[config.mk]
export PLATFORM = sky130hd
export DESIGN_NAME = counter_10000_ctrl
export DESIGN_NICKNAME = d
export VERILOG_FILES = /design/src/rtl/counter_pkg.sv /design/src/rtl/tick_gen.sv /design/src/rtl/counter_10000_ctrl.sv
export SDC_FILE = /design/constraint.sdc
export NUM_CORES = 1
export LEC_CHECK = 0
export ABC_AREA = 0
export BUFFER_PORTS_ARGS = -buffer_cell sky130_fd_sc_hd__buf_2
export CAP_MARGIN = 20
export CORE_MARGIN = 2
export CORE_UTILIZATION = 52
export CTS_CLUSTER_DIAMETER = 50
export DETAILED_ROUTE_END_ITERATION = 12
export PLACE_DENSITY = 0.71
export SLEW_MARGIN = 20
export SYNTH_ARGS = -nofsm -noshare
export SYNTH_HDL_FRONTEND = slang
export SYNTH_SLANG_ARGS = --single-unit
[constraint.sdc]
create_clock -name clk -period 2.2 [get_ports clk]
set_input_delay 0.11 -clock clk [delete_from_list [all_inputs] [get_ports clk]]
set_output_delay 0.11 -clock clk [all_outputs]
set_load 0.02 [all_outputs]
[src/rtl/counter_pkg.sv]
// Shared types and constants for the display counter.
// Latency: n/a (package only).
// Backpressure: n/a; the count source never stalls.
package counter_pkg;

  localparam int COUNT_W = 14;

  typedef enum logic [1:0] {
    ST_STOP  = 2'd0,
    ST_RUN   = 2'd1,
    ST_CLEAR = 2'd2
  } state_t;

  localparam logic MODE_UP   = 1'b0;
  localparam logic MODE_DOWN = 1'b1;

  // One count step with wrap in both directions, kept at COUNT_W bits.
  function automatic logic [COUNT_W-1:0] next_count(
    input logic [COUNT_W-1:0] cur,
    input logic               mode,
    input logic [COUNT_W-1:0] max_cnt
  );
    logic [COUNT_W-1:0] res;
    if (mode == MODE_UP) begin
      res = (cur == max_cnt) ? '0 : cur + COUNT_W'(1);
    end else begin
      res = (cur == '0) ? max_cnt : cur - COUNT_W'(1);
    end
    return res;
  endfunction

endpackage

[src/rtl/tick_gen.sv]
// Divide-by-DIV strobe generator, running only while enabled.
// Latency: strobe is high in the cycle the divider reads DIV-1 (DIV cycles after enable).
// Backpressure: none; dropping i_en clears the divider so the next period is a full one.
module tick_gen #(
  parameter int DIV = 10
) (
  input  logic clk,
  input  logic reset,
  input  logic i_en,
  output logic o_tick
);

  localparam int              DIV_W = (DIV > 1) ? $clog2(DIV) : 1;
  localparam logic [DIV_W-1:0] LAST = DIV_W'(DIV - 1);

  logic [DIV_W-1:0] div_cnt;

  // Free-running 0..DIV-1 counter, held at zero whenever disabled.
  always_ff @(posedge clk) begin
    if (reset || !i_en) begin
      div_cnt <= '0;
    end else if (div_cnt == LAST) begin
      div_cnt <= '0;
    end else begin
      div_cnt <= div_cnt + DIV_W'(1);
    end
  end

  assign o_tick = i_en && (div_cnt == LAST);

endmodule

[src/rtl/counter_10000_ctrl.sv]
// Run/stop/clear controlled up/down counter feeding the 4-digit display (0..MAX_COUNT).
// Latency: requests act on the next edge (one more with COUNTER_BTN_EDGE_EN); outputs registered.
// Backpressure: none; COUNTER_BTN_EDGE_EN turns held button levels into single requests.
module counter_10000_ctrl
  import counter_pkg::*;
#(
  parameter int CLK_FREQ_HZ = 100_000_000,
  parameter int TICK_HZ     = 10,
  parameter int MAX_COUNT   = 9999
) (
  input  logic               clk,
  input  logic               reset,
  input  logic               i_run_stop,
  input  logic               i_clear,
  input  logic               i_mode,
  output logic [COUNT_W-1:0] o_count,
  output logic               o_tick,
  output logic               o_running
);

  localparam int                 DIV   = CLK_FREQ_HZ / TICK_HZ;
  localparam logic [COUNT_W-1:0] MAX_C = COUNT_W'(MAX_COUNT);

  state_t             state;
  state_t             state_nxt;
  logic               run_req;
  logic               clr_req;
  logic               tick_stb;
  logic [COUNT_W-1:0] count_nxt;
  logic               tick_nxt;

`ifdef COUNTER_BTN_EDGE_EN
  logic run_q;
  logic run_q2;
  logic clr_q;
  logic clr_q2;
  logic primed;

  // Register the button levels and keep the previous sample for edge detection.
  // On the first cycle out of reset the history is loaded with the live level, so
  // a button already held through reset does not fire a request.
  always_ff @(posedge clk) begin
    if (reset) begin
      run_q  <= 1'b0;
      run_q2 <= 1'b0;
      clr_q  <= 1'b0;
      clr_q2 <= 1'b0;
      primed <= 1'b0;
    end else begin
      primed <= 1'b1;
      run_q  <= i_run_stop;
      clr_q  <= i_clear;
      run_q2 <= primed ? run_q : i_run_stop;
      clr_q2 <= primed ? clr_q : i_clear;
    end
  end

  assign run_req = run_q & ~run_q2;
  assign clr_req = clr_q & ~clr_q2;
`else
  assign run_req = i_run_stop;
  assign clr_req = i_clear;
`endif

  tick_gen #(
    .DIV (DIV)
  ) u_tick_gen (
    .clk    (clk),
    .reset  (reset),
    .i_en   (state == ST_RUN),
    .o_tick (tick_stb)
  );

  // Next-state logic: clear beats run/stop, CLEAR always falls back to STOP.
  always_comb begin
    state_nxt = state;
    case (state)
      ST_STOP: begin
        if (clr_req)      state_nxt = ST_CLEAR;
        else if (run_req) state_nxt = ST_RUN;
      end
      ST_RUN: begin
        if (clr_req)      state_nxt = ST_CLEAR;
        else if (run_req) state_nxt = ST_STOP;
      end
      ST_CLEAR: state_nxt = ST_STOP;
      default:  state_nxt = ST_STOP;
    endcase
  end

  // Count update: zero while leaving CLEAR, step on a strobe unless a clear coincides.
  always_comb begin
    count_nxt = o_count;
    tick_nxt  = 1'b0;
    if (state == ST_CLEAR) begin
      count_nxt = '0;
    end else if (tick_stb && !clr_req) begin
      count_nxt = next_count(o_count, i_mode, MAX_C);
      tick_nxt  = 1'b1;
    end
  end

  // State and output registers; o_running tracks the registered state exactly.
  always_ff @(posedge clk) begin
    if (reset) begin
      state     <= ST_STOP;
      o_count   <= '0;
      o_tick    <= 1'b0;
      o_running <= 1'b0;
    end else begin
      state     <= state_nxt;
      o_count   <= count_nxt;
      o_tick    <= tick_nxt;
      o_running <= (state_nxt == ST_RUN);
    end
  end

endmodule
==> results of run 1 <==
-- worst max-delay path by stage --
stage | cells past startpoint | slack [ps] | to | start
5_1_grt | 7 | -70 | o_count[9]$_SDFFE_PP0P_ | o_count[1]$_SDFFE_PP0P_
3_3_place_gp | 5 | 20 | o_count[5]$_SDFFE_PP0P_ | u_tick_gen.div_cnt[13]$_SDFF_PP0_
4_1_cts | 5 | 10 | o_count[7]$_SDFFE_PP0P_ | u_tick_gen.div_cnt[13]$_SDFF_PP0_
2_1_floorplan | 8 | -50 | o_count[9]$_SDFFE_PP0P_ | o_count[1]$_SDFFE_PP0P_
6_report | 5 | -10 | o_count[7]$_SDFFE_PP0P_ | u_tick_gen.div_cnt[13]$_SDFF_PP0_
3_5_place_dp | 5 | -30 | o_count[5]$_SDFFE_PP0P_ | u_tick_gen.div_cnt[13]$_SDFF_PP0_
-- per-stage QoR --
step                std cells  TNS [ps]  setup slack, ps  hold slack, ps
CTS                       445         0            12.44           1.101
detailed placement        437    -34.49           -34.49           315.0
floorplan                 324    -123.5           -47.33           188.7
global route              448    -305.7           -74.27           23.03
global placement          437         0            17.17           316.2
finish                    448    -19.67           -13.68           3.634
-- cell usage in the layout (no fill, tap or decap), types with 3 or more instances in the layout --
cell type / n
buf_4: 47
nor2_1: 46
dfxtp_1: 37
buf_2: 20
nand2_1: 16
nand3_1: 16
xor2_1: 15
a21oi_1: 14
nand4_1: 12
nor4_1: 11
o21ai_0: 10
xnor2_1: 10
nor3_1: 9
and3_1: 7
a31oi_1: 6
and4_1: 5
clkbuf_8: 5
inv_1: 4
a21o_1: 4
or4_4: 4
or3_1: 4
o21ai_1: 4
or4_1: 4
inv_4: 3
or2_2: 3
or3b_2: 3
and2_1: 3
nand2b_1: 3
a211oi_1: 3
nor2b_1: 3
dfxtp_2: 3
-- power breakdown --
group | internal [mW] | total, mW | switching, mW
combinational | 0.0249 | 0.0669 | 0.0420
clock | 0.339 | 0.610 | 0.271
sequential | 0.760 | 0.763 | 0.00267
-- metal layers --
| metal | share of wire | wire (um) |
|---|---|---|
| met5 | 0 | 0 |
| met2 | 0.52 | 3618 |
| met1 | 0.40 | 2837 |
| met3 | 0.055 | 384 |
| met4 | 0.025 | 173 |
-- kinds of logic after synthesis --
logic type	Yosys count	synth area share
DFF	42	0.3234
and+or+nand+nor	164	0.3576
muxes	1	0.004331
adders and majority gates	3	0.01444
AOI/OAI and AO/OA	63	0.1699
xor gates and xnor gates	25	0.08422
buffers and inverters	26	0.04620
-- registers in the layout (all words and copies together) (netlist names) --
| signal | count |
|---|---|
| u_tick_gen.div_cnt | 24 |
| o_running | 1 |
| o_count | 14 |
| state | 2 |
| o_tick | 1 |
-- repair_timing --
item,CTS,global route
resized for setup,3,8
buffers inserted,0,3
hold endpoints to repair,0,0
pin swaps,1,7
endpoints found under the setup margin,2,11
gates cloned,0,0
-- worst max-delay path, cell delays in order (launching register included) --
cell	delay (ps)
dfxtp_2	320
or2_4	240
or4_4	550
or4_4	630
o31ai_4	280
a21oi_1	90
-- layout make-up --
cell class,count,area (um^2)
multi-input cells,256,1733
repair buffers,69,484.2
flip-flops and latches,42,852.1
clock buffers,6,72.57
clock inverters,2,36.28
inverters,6,27.53
fillers,408,1496
well taps,67,83.83
==> impl_results.md, run 1 <==
* Status: finished with violations
* Failing checks: setup timing
* Htree depth at 2
* Worst reg-to-reg setup slack at -10 ps
* Die area at 0.005582 mm^2
* Gate Count Post-Synth at 324
* Final Hold Viols at 0
* Leak at 1.258 nW
* Vias at 2684
* Avg Cell Area, Syn at 8.025 um^2
* Clock Sinks at 42
* Top cells by area, synth: dfxtp_1, nor2_1, xor2_1
* Top_reg_cell synth: dfxtp_1
* Largest net degree at the start of global routing at 25
* Min Tclk post-route at 2214 ps
* R2r endpoint: o_count[7]$_SDFFE_PP0P_
* Die width at 74.71 um
* Nets at 388
* PnR Total Power at 1.440 mW
* HPWL after DPL at 5014 um
* Fmax at 451.7 MHz
* WHS Path Cells at 2
* Worst vdd ir at 0.3303 mV
* Design area at 0.003289 mm^2
* Core box area at 0.004786 mm^2
* Routed len/inst at 15.66 um
* Pwr Density at 437.8 mW/mm^2
* Number of buffers inserted by port buffering at 20
* HP Start: i_clear
* Flops & latches, synth at 42
* ANT nets after route at 0
* Vias in the first global route at 2483
* Setup WS post-layout at -13.68 ps
* Global-route wire length before repair at 11450 um
* Reg2reg path depth at 5
* Clock Latency Late Sink at 300 ps
* Num CTS Buffers at 5
* Crit path launch type: flop
* Post-synth top cells: nor2_1, dfxtp_1, nand2_1
* Cts-stage hold buffer count at 0
* Syn. warnings at 0
* RSZ-0062 raised after global routing: yes
* Reg2reg start: u_tick_gen.div_cnt[13]$_SDFF_PP0_
* Actual slew at the worst max-slew pin at 716.0 ps
* Synth unique cells at 57
* Total Routing Usage GR at 0.2651
* Initial Util at 0.5433
* Cell Area, Synth at 0.002600 mm^2
* Max Cap Viol at 0
* Initial antenna violation count at 0
* Worst Hold Class: input pin to flop
* CP Capture Type: flop
* Met2 Usage GRT at 0.4749
* # IOs at 21
* EDFF count, synth at 0
* Worst Path Max Fanout at 9
* Met1 Resource Use GR at 0.3173
* Most frequent cell after synthesis: nor2_1
* CP Class: flop to flop
* Final Setup Violations at 2
* Root buf cell: clkbuf_8
* Layout cells sized above 1 at 0.2887
* Fin util at 0.6873
* # diodes at 0
* Tcrit/Tclk final at 1.006
* Worst Hold End: o_running$_SDFF_PP0_
* Largest area contributor in the netlist: dfxtp_1
* Via density at 5.991
* Remaining DRCs at 0
* WP data required at 2390 ps
* Share of synthesized registers carrying an async set or reset at 0
* Area grow syn2layout at 26.52%
* Final Wtd Congestion at 0.9203
* DRT Pass-1 Iters at 6
* Clk_skew at 4.520 ps
* Final WL at 7014 um
* M3 GR Usage at 0.04016
* First DRT Iteration DRCs at 328
* Reg clk slew, reported paths at 80 ps
* GR peak layer: met2
* Sequential cell area fraction in the yosys report at 0.3234
* Maximum clock path buffer count at 2
* Syn_nets at 332
* Die Y at 74.71 um
* Top-area cell type share of the netlist area at 0.3234
* Rel. slew slack at 0.5164
* TritonCTS clock tree: done
* Row cnt at 25
* Arr. time, crit path at 2410 ps
* Max-slew violation count at 0
* Placed Area at 0.003120 mm^2
* Total gr overflow at 0
(Power assumes the default switching activity.)
==> inputs of run 2 (changes only) <==
Settings changed: CORE_ASPECT_RATIO from default to 0.9, GPL_ROUTABILITY_DRIVEN from default to 0.
==> run 2 against run 1 <==
  * The run now ends clean
  * Utilization is 0.42 points higher
  * Sequential cell count unchanged
  * Final area grew 1.6%
  * Clock power down 20%
  * Clock skew is 5.3 ps higher
  * Routed wire length grew 5.7%
  * Sequential power about the same
  * Register-to-register slack better by 20 ps
  * Total power down 8.2%
==> impl_results.md, run 2 (synthesis results as in run 1) <==
* Design area at 0.003343 mm^2 (+1.6%)
* PnR Total Power at 1.323 mW (-8.2%)
* Final WL at 7412 um (+5.7%)
* # placed instances at 442 (+1.1%)
* Area grow syn2layout at 28.59%
* Fin util at 0.6915 (+0.004191)
* Commonest non-fill, non-tap cell in the layout: buf_4
* Vias in the first global route at 2636 (+6.2%)
* Max-slew violation count at 0 (unchanged)
* TritonCTS clock tree: done
* Clk_skew at 9.813 ps (+5.293 ps)
* Worst reg-to-reg setup slack at 7 ps (+20 ps)
* Initial Util at 0.5378 (-0.005483)
* Most frequent cells in the layout: buf_4, nor2_1, dfxtp_1, buf_2
* CP Class: flop to flop
* Vias at 2815 (+4.9%)
* WP data required at 2390 ps (about the same)
* Largest Register: u_tick_gen.div_cnt
* Core box area at 0.004835 mm^2 (+1.0%)
* Max Cap Viol at 0 (unchanged)
* Root buf cell: clkbuf_8
* Rel. slew slack at 0.6690 (+0.1526)
* Largest net degree at the start of global routing at 25 (unchanged)
* Pwr Density at 395.6 mW/mm^2 (-9.6%)
* First DRT Iteration DRCs at 348 (+6.1%)
* Reg clk slew, reported paths at 80 ps (about the same)
* Actual slew at the worst max-slew pin at 492.0 ps (-224.0 ps)
* Routed len/inst at 16.25 um (+3.8%)
* Final Hold Viols at 0 (unchanged)
* Total Routing Usage GR at 0.2706 (+0.005479)
* DRT Pass-1 Iters at 5 (-1)
* Post-Layout Cell Count at 456 (+1.8%)
* Biggest regs: u_tick_gen.div_cnt (24), o_count (14), state (2)
* Final Setup Violations at 0 (-2)
* Clock Latency Late Sink at 300 ps (about the same)
* HPWL after DPL at 5091 um (+1.5%)
* Total gr overflow at 0 (unchanged)
* Layout cells sized above 1 at 0.3043 (+0.01563)
* Remaining DRCs at 0 (unchanged)
* CP Capture Type: flop
* Clock Sinks at 42 (unchanged)
* Die width at 78.54 um (+5.1%)
* Number of buffers inserted by port buffering at 20 (unchanged)
* Die Y at 71.08 um (-4.9%)
* Via density at 6.173 (+3.0%)
* Placed Area at 0.003171 mm^2 (+1.6%)
* Status: finished clean
* RSZ-0062 raised after global routing: yes
* Worst Hold Class: input pin to flop
* Min Tclk post-route at 2193 ps (-21.13 ps)
* Nets at 398 (+2.6%)
* # IOs at 21 (unchanged)
* Row cnt at 24 (-4.0%)
* Max reg flops at 24 (unchanged)
* Initial antenna violation count at 0 (unchanged)
* Global-route wire length before repair at 12160 um (+6.1%)
* Die area at 0.005582 mm^2 (about the same)
* Fmax at 456.1 MHz (+0.96%)
* ANT nets after route at 0 (unchanged)
* Maximum clock path buffer count at 2 (unchanged)
* Htree depth at 2 (unchanged)
* Worst vdd ir at 0.2698 mV (-18%)
* Tcrit/Tclk final at 0.9966 (-0.009603)
* Arr. time, crit path at 2390 ps (-20 ps)
* # diodes at 0 (unchanged)
* Worst Path Max Fanout at 9 (unchanged)
* Leak at 1.290 nW (+2.5%)
* Crit path launch type: flop
* Num CTS Buffers at 5 (unchanged)
==> run 2: stage by stage <==
stage	setup TNS (ps)	hold slack (ps)	setup slack [ps]
after floorplan	-123.5	188.7	-47.33
after global placement	0	312.6	34.13
after detailed placement	-19.13	320.2	-19.13
after CTS	0	82.98	5.823
after global routing	-375.4	110.0	-114.0
final	0	102.9	7.444
==> run 2: layout make-up <==
type,instances,area (um^2)
multi-input combinational,256,1732
sequential,42,852.1
timing repair buffer,79,565.5
inverter,6,27.53
clock inverter,3,16.27
fill,393,1491
tap,65,81.33
clock buffer,5,68.82
==> run 2: repair_timing <==
item,in CTS,in global routing
endpoints found under the hold margin,2,0
endpoints found under the setup margin,2,8
pin swaps,0,5
resized for setup,2,7
setup buffers,0,5
hold buffers,1,0
==> run 2: worst max-delay path, stage by stage (launching register included) <==
cell and delay [ps]:
dfxtp_1 310, or2_4 240, or4_4 550, or4_4 640, o31ai_4 260, a21oi_1 80
==> run 2: path summary, 6_finish.rpt <==
path,cells after the start,end,startpoint
worst min register to register,1,u_tick_gen.div_cnt[0]$_SDFF_PP0_,u_tick_gen.div_cnt[0]$_SDFF_PP0_
worst max-delay path,5,o_count[7]$_SDFFE_PP0P_,u_tick_gen.div_cnt[13]$_SDFF_PP0_
worst min-delay path,2,o_tick$_SDFF_PP0_,reset
worst max register to register,5,o_count[7]$_SDFFE_PP0P_,u_tick_gen.div_cnt[13]$_SDFF_PP0_
==> run 2: metal layers <==
| layer | up-vias | track usage | routed length, um |
|---|---|---|---|
| met4 | 0 | 0.1150 | 343 |
| li1 | 1334 | - | - |
| met2 | 132 | 0.4568 | 3599 |
| met1 | 1305 | 0.3416 | 2995 |
| met5 | - | 0 | 0 |
| met3 | 44 | 0.04719 | 474 |
==> run 2: report_power, final <==
group          total (mW)  internal [mW]  switching, mW
Sequential          0.763          0.760        0.00299
Combinational      0.0720         0.0278         0.0442
Clock               0.487          0.217          0.270
==> inputs of run 3 (changes only) <==
Clock period 2.2 ns to 1.8 ns, I/O delays scaled along.
==> run 3 against run 2 <==
  * The run now ends with setup timing left
  * Count of clock-buffer cells in the layout rose by 3
  * Clock power grew 44%
  * Sequential share of layout area decreased by 2.7 points
  * Fmax shrank 0.66%
  * Sequential cell count unchanged
  * Cell count grew 7.2%
  * Via count up 6.2%
  * Clock skew up 2.2 ps
  * Utilization grew 8.6 points
  * Register-to-register slack worse by 410 ps
  * Die area did not move
  * Critical path type unchanged
  * Largest cell class unchanged
==> impl_results.md, run 3 (synthesis results as in run 1) <==
* Pwr Density at 463.8 mW/mm^2 (+17%)
* ANT nets after route at 0 (unchanged)
* Global-route wire length before repair at 12900 um (+6.1%)
* Largest net degree at the start of global routing at 22 (-12%)
* Initial antenna violation count at 0 (unchanged)
* Met2 Usage GRT at 0.4444 (-0.01235)
* Layout cells sized above 1 at 0.4104 (+0.1060)
* Row cnt at 24 (unchanged)
* Most frequent cells in the layout: buf_4, nor2_1, dfxtp_1, buf_2, nand2_1
* Worst vdd ir at 0.3707 mV (+37%)
* Largest Register: u_tick_gen.div_cnt
* Area of the multi-input gates at 0.001857 mm^2 (+7.2%)
* Total Routing Usage GR at 0.2975 (+0.02685)
* WP data required at 1980 ps (-410 ps)
* Register area at 855.8 um^2 (+0.44%)
* Die width at 78.54 um (unchanged)
* Tcrit/Tclk final at 1.226 (+0.2296)
* # placed instances at 468 (+5.9%)
* Biggest regs: u_tick_gen.div_cnt (24), o_count (14), state (2)
* Number of buffers inserted by port buffering at 20 (unchanged)
* Num CTS Buffers at 5 (unchanged)
* Area grow syn2layout at 44.66%
* CP Class: flop to flop
* First DRT Iteration DRCs at 243 (-30%)
* GR peak layer: met2
* Htree depth at 2 (unchanged)
* # IOs at 21 (unchanged)
* Fillcell total at 320 (-19%)
* Worst Path Max Fanout at 5 (-4)
* R2r endpoint: o_count[3]$_SDFFE_PP0P_
* Arr. time, crit path at 2390 ps (about the same)
* Die area at 0.005582 mm^2 (unchanged)
* # diodes at 0 (unchanged)
* Reg2reg start: u_tick_gen.div_cnt[0]$_SDFF_PP0_
* Maximum clock path buffer count at 2 (unchanged)
* CP Capture Type: flop
* Reg2reg path depth at 6 (+1)
* Max Cap Viol at 0 (unchanged)
* Via density at 6.112 (-0.98%)
* M3 GR Usage at 0.08291 (+0.03571)
* Rel. slew slack at 0.5725 (-0.09651)
* Post-Layout Cell Count at 489 (+7.2%)
* TritonCTS clock tree: done
* Clock Sinks at 42 (unchanged)
* Status: finished with violations
* Root buf cell: clkbuf_8
* Clk_skew at 12.02 ps (+2.208 ps)
* Reg clk slew, reported paths at 90 ps (about the same)
* Final Hold Viols at 0 (unchanged)
* Vias in the first global route at 2631 (-0.19%)
* Commonest non-fill, non-tap cell in the layout: buf_4
* Leak at 1.469 nW (+14%)
* Worst Hold Class: input pin to flop
* Clock Latency Late Sink at 310 ps (about the same)
* WHS Path Cells at 3 (+1)
* Total gr overflow at 0 (unchanged)
* Max-slew violation count at 0 (unchanged)
* Setup WS post-layout at -407.1 ps (-414.6 ps)
* HPWL after DPL at 5479 um (+7.6%)
* RSZ-0062 raised after global routing: yes
* DRT Pass-1 Iters at 5 (unchanged)
* Met1 Resource Use GR at 0.4213 (+0.07970)
* PnR Total Power at 1.745 mW (+32%)
* HP Start: i_clear
* Min Tclk post-route at 2207 ps (+14.56 ps)
* Final WL at 8342 um (+13%)
* Max reg flops at 24 (unchanged)
* Failing checks: setup timing
* Die Y at 71.08 um (unchanged)
* Worst reg-to-reg setup slack at -410 ps (-410 ps)
* Crit path launch type: flop
* Actual slew at the worst max-slew pin at 640.0 ps (+148.0 ps)
* Final Setup Violations at 38 (+38)
* Fmax at 453.1 MHz (-0.66%)
* Routed len/inst at 17.06 um (+5.0%)
* Worst Hold End: state[0]$_SDFF_PP0_
* Nets at 431 (+8.3%)
* Initial Util at 0.5378 (unchanged)
* Remaining DRCs at 0 (unchanged)
* Core box area at 0.004835 mm^2 (unchanged)
* Vias at 2989 (+6.2%)
-- run 3: cell types whose count changed in the layout (fill, tap and decap cells not counted), sizes merged --
cell         before  now
dlygate4sd3       1    0
clkinvlp          1    0
or4               8    9
buf              78  111
clkinv            2    0
clkbuf            5    8
-- run 3: how the worst max path moves through the flow --
stage | from | to | slack [ps] | cells after the start
2_1_floorplan | o_count[1]$_SDFFE_PP0P_ | o_count[9]$_SDFFE_PP0P_ | -450 | 8
3_3_place_gp | u_tick_gen.div_cnt[8]$_SDFF_PP0_ | o_count[3]$_SDFFE_PP0P_ | -320 | 5
3_5_place_dp | u_tick_gen.div_cnt[8]$_SDFF_PP0_ | o_count[3]$_SDFFE_PP0P_ | -380 | 5
4_1_cts | u_tick_gen.div_cnt[8]$_SDFF_PP0_ | o_count[3]$_SDFFE_PP0P_ | -360 | 5
5_1_grt | u_tick_gen.div_cnt[1]$_SDFF_PP0_ | o_count[3]$_SDFFE_PP0P_ | -450 | 6
6_report | u_tick_gen.div_cnt[0]$_SDFF_PP0_ | o_count[3]$_SDFFE_PP0P_ | -410 | 6
-- run 3: timing repair --
action                                  in CTS  in global routing
gates cloned                                 2                  0
endpoints found under the setup margin      38                 38
gates resized for setup                     15                 20
setup buffers                                5                  6
pin swaps                                   16                 13
hold buffers                                 0                  0
-- run 3: layout make-up --
cell class                      instances  area share
Clock buffer                            8     0.02695
Inverter                                6    0.007319
Multi-Input combinational cell        257      0.4937
Sequential cell                        42      0.2275
Tap cell                               65     0.02162
Timing Repair Buffer                  111      0.2229
-- run 3: worst max-delay path: stages (launching register included) --
cell	delay [ps]
dfxtp_2	360
ha_4	140
nand2_2	60
or4_4	580
or4_4	620
a211oi_2	220
a31oi_1	110
-- run 3: metal layers --
layer / routed length, um / vias to the layer above
li1: - / 1404
met1: 3697 / 1404
met2: 3711 / 152
met3: 679 / 29
met4: 254 / 0
met5: 0 / -
-- run 3: per-stage QoR --
step           setup TNS (ps)  hold WS, ps  area (um^2)  setup slack [ps]  utilization
2_1_floorplan           -5438        168.7         2723            -447.3            -
3_3_place_gp            -6236        371.6         3390            -322.6       0.7011
3_5_place_dp            -7377        380.3         3390            -378.8       0.7011
4_1_cts                -10840        59.75         3613            -359.9       0.7474
5_1_grt                -13260        50.71         3761            -453.6       0.7780
6_report               -11430        54.96         3761            -407.1       0.7780
-- run 3: report_power, final --
| group | total, mW | internal (mW) | switching, mW | leakage (nW) |
|---|---|---|---|---|
| Combinational | 0.110 | 0.0460 | 0.0643 | 1.08 |
| Clock | 0.703 | 0.360 | 0.343 | 0.0506 |
| Sequential | 0.931 | 0.929 | 0.00208 | 0.343 |
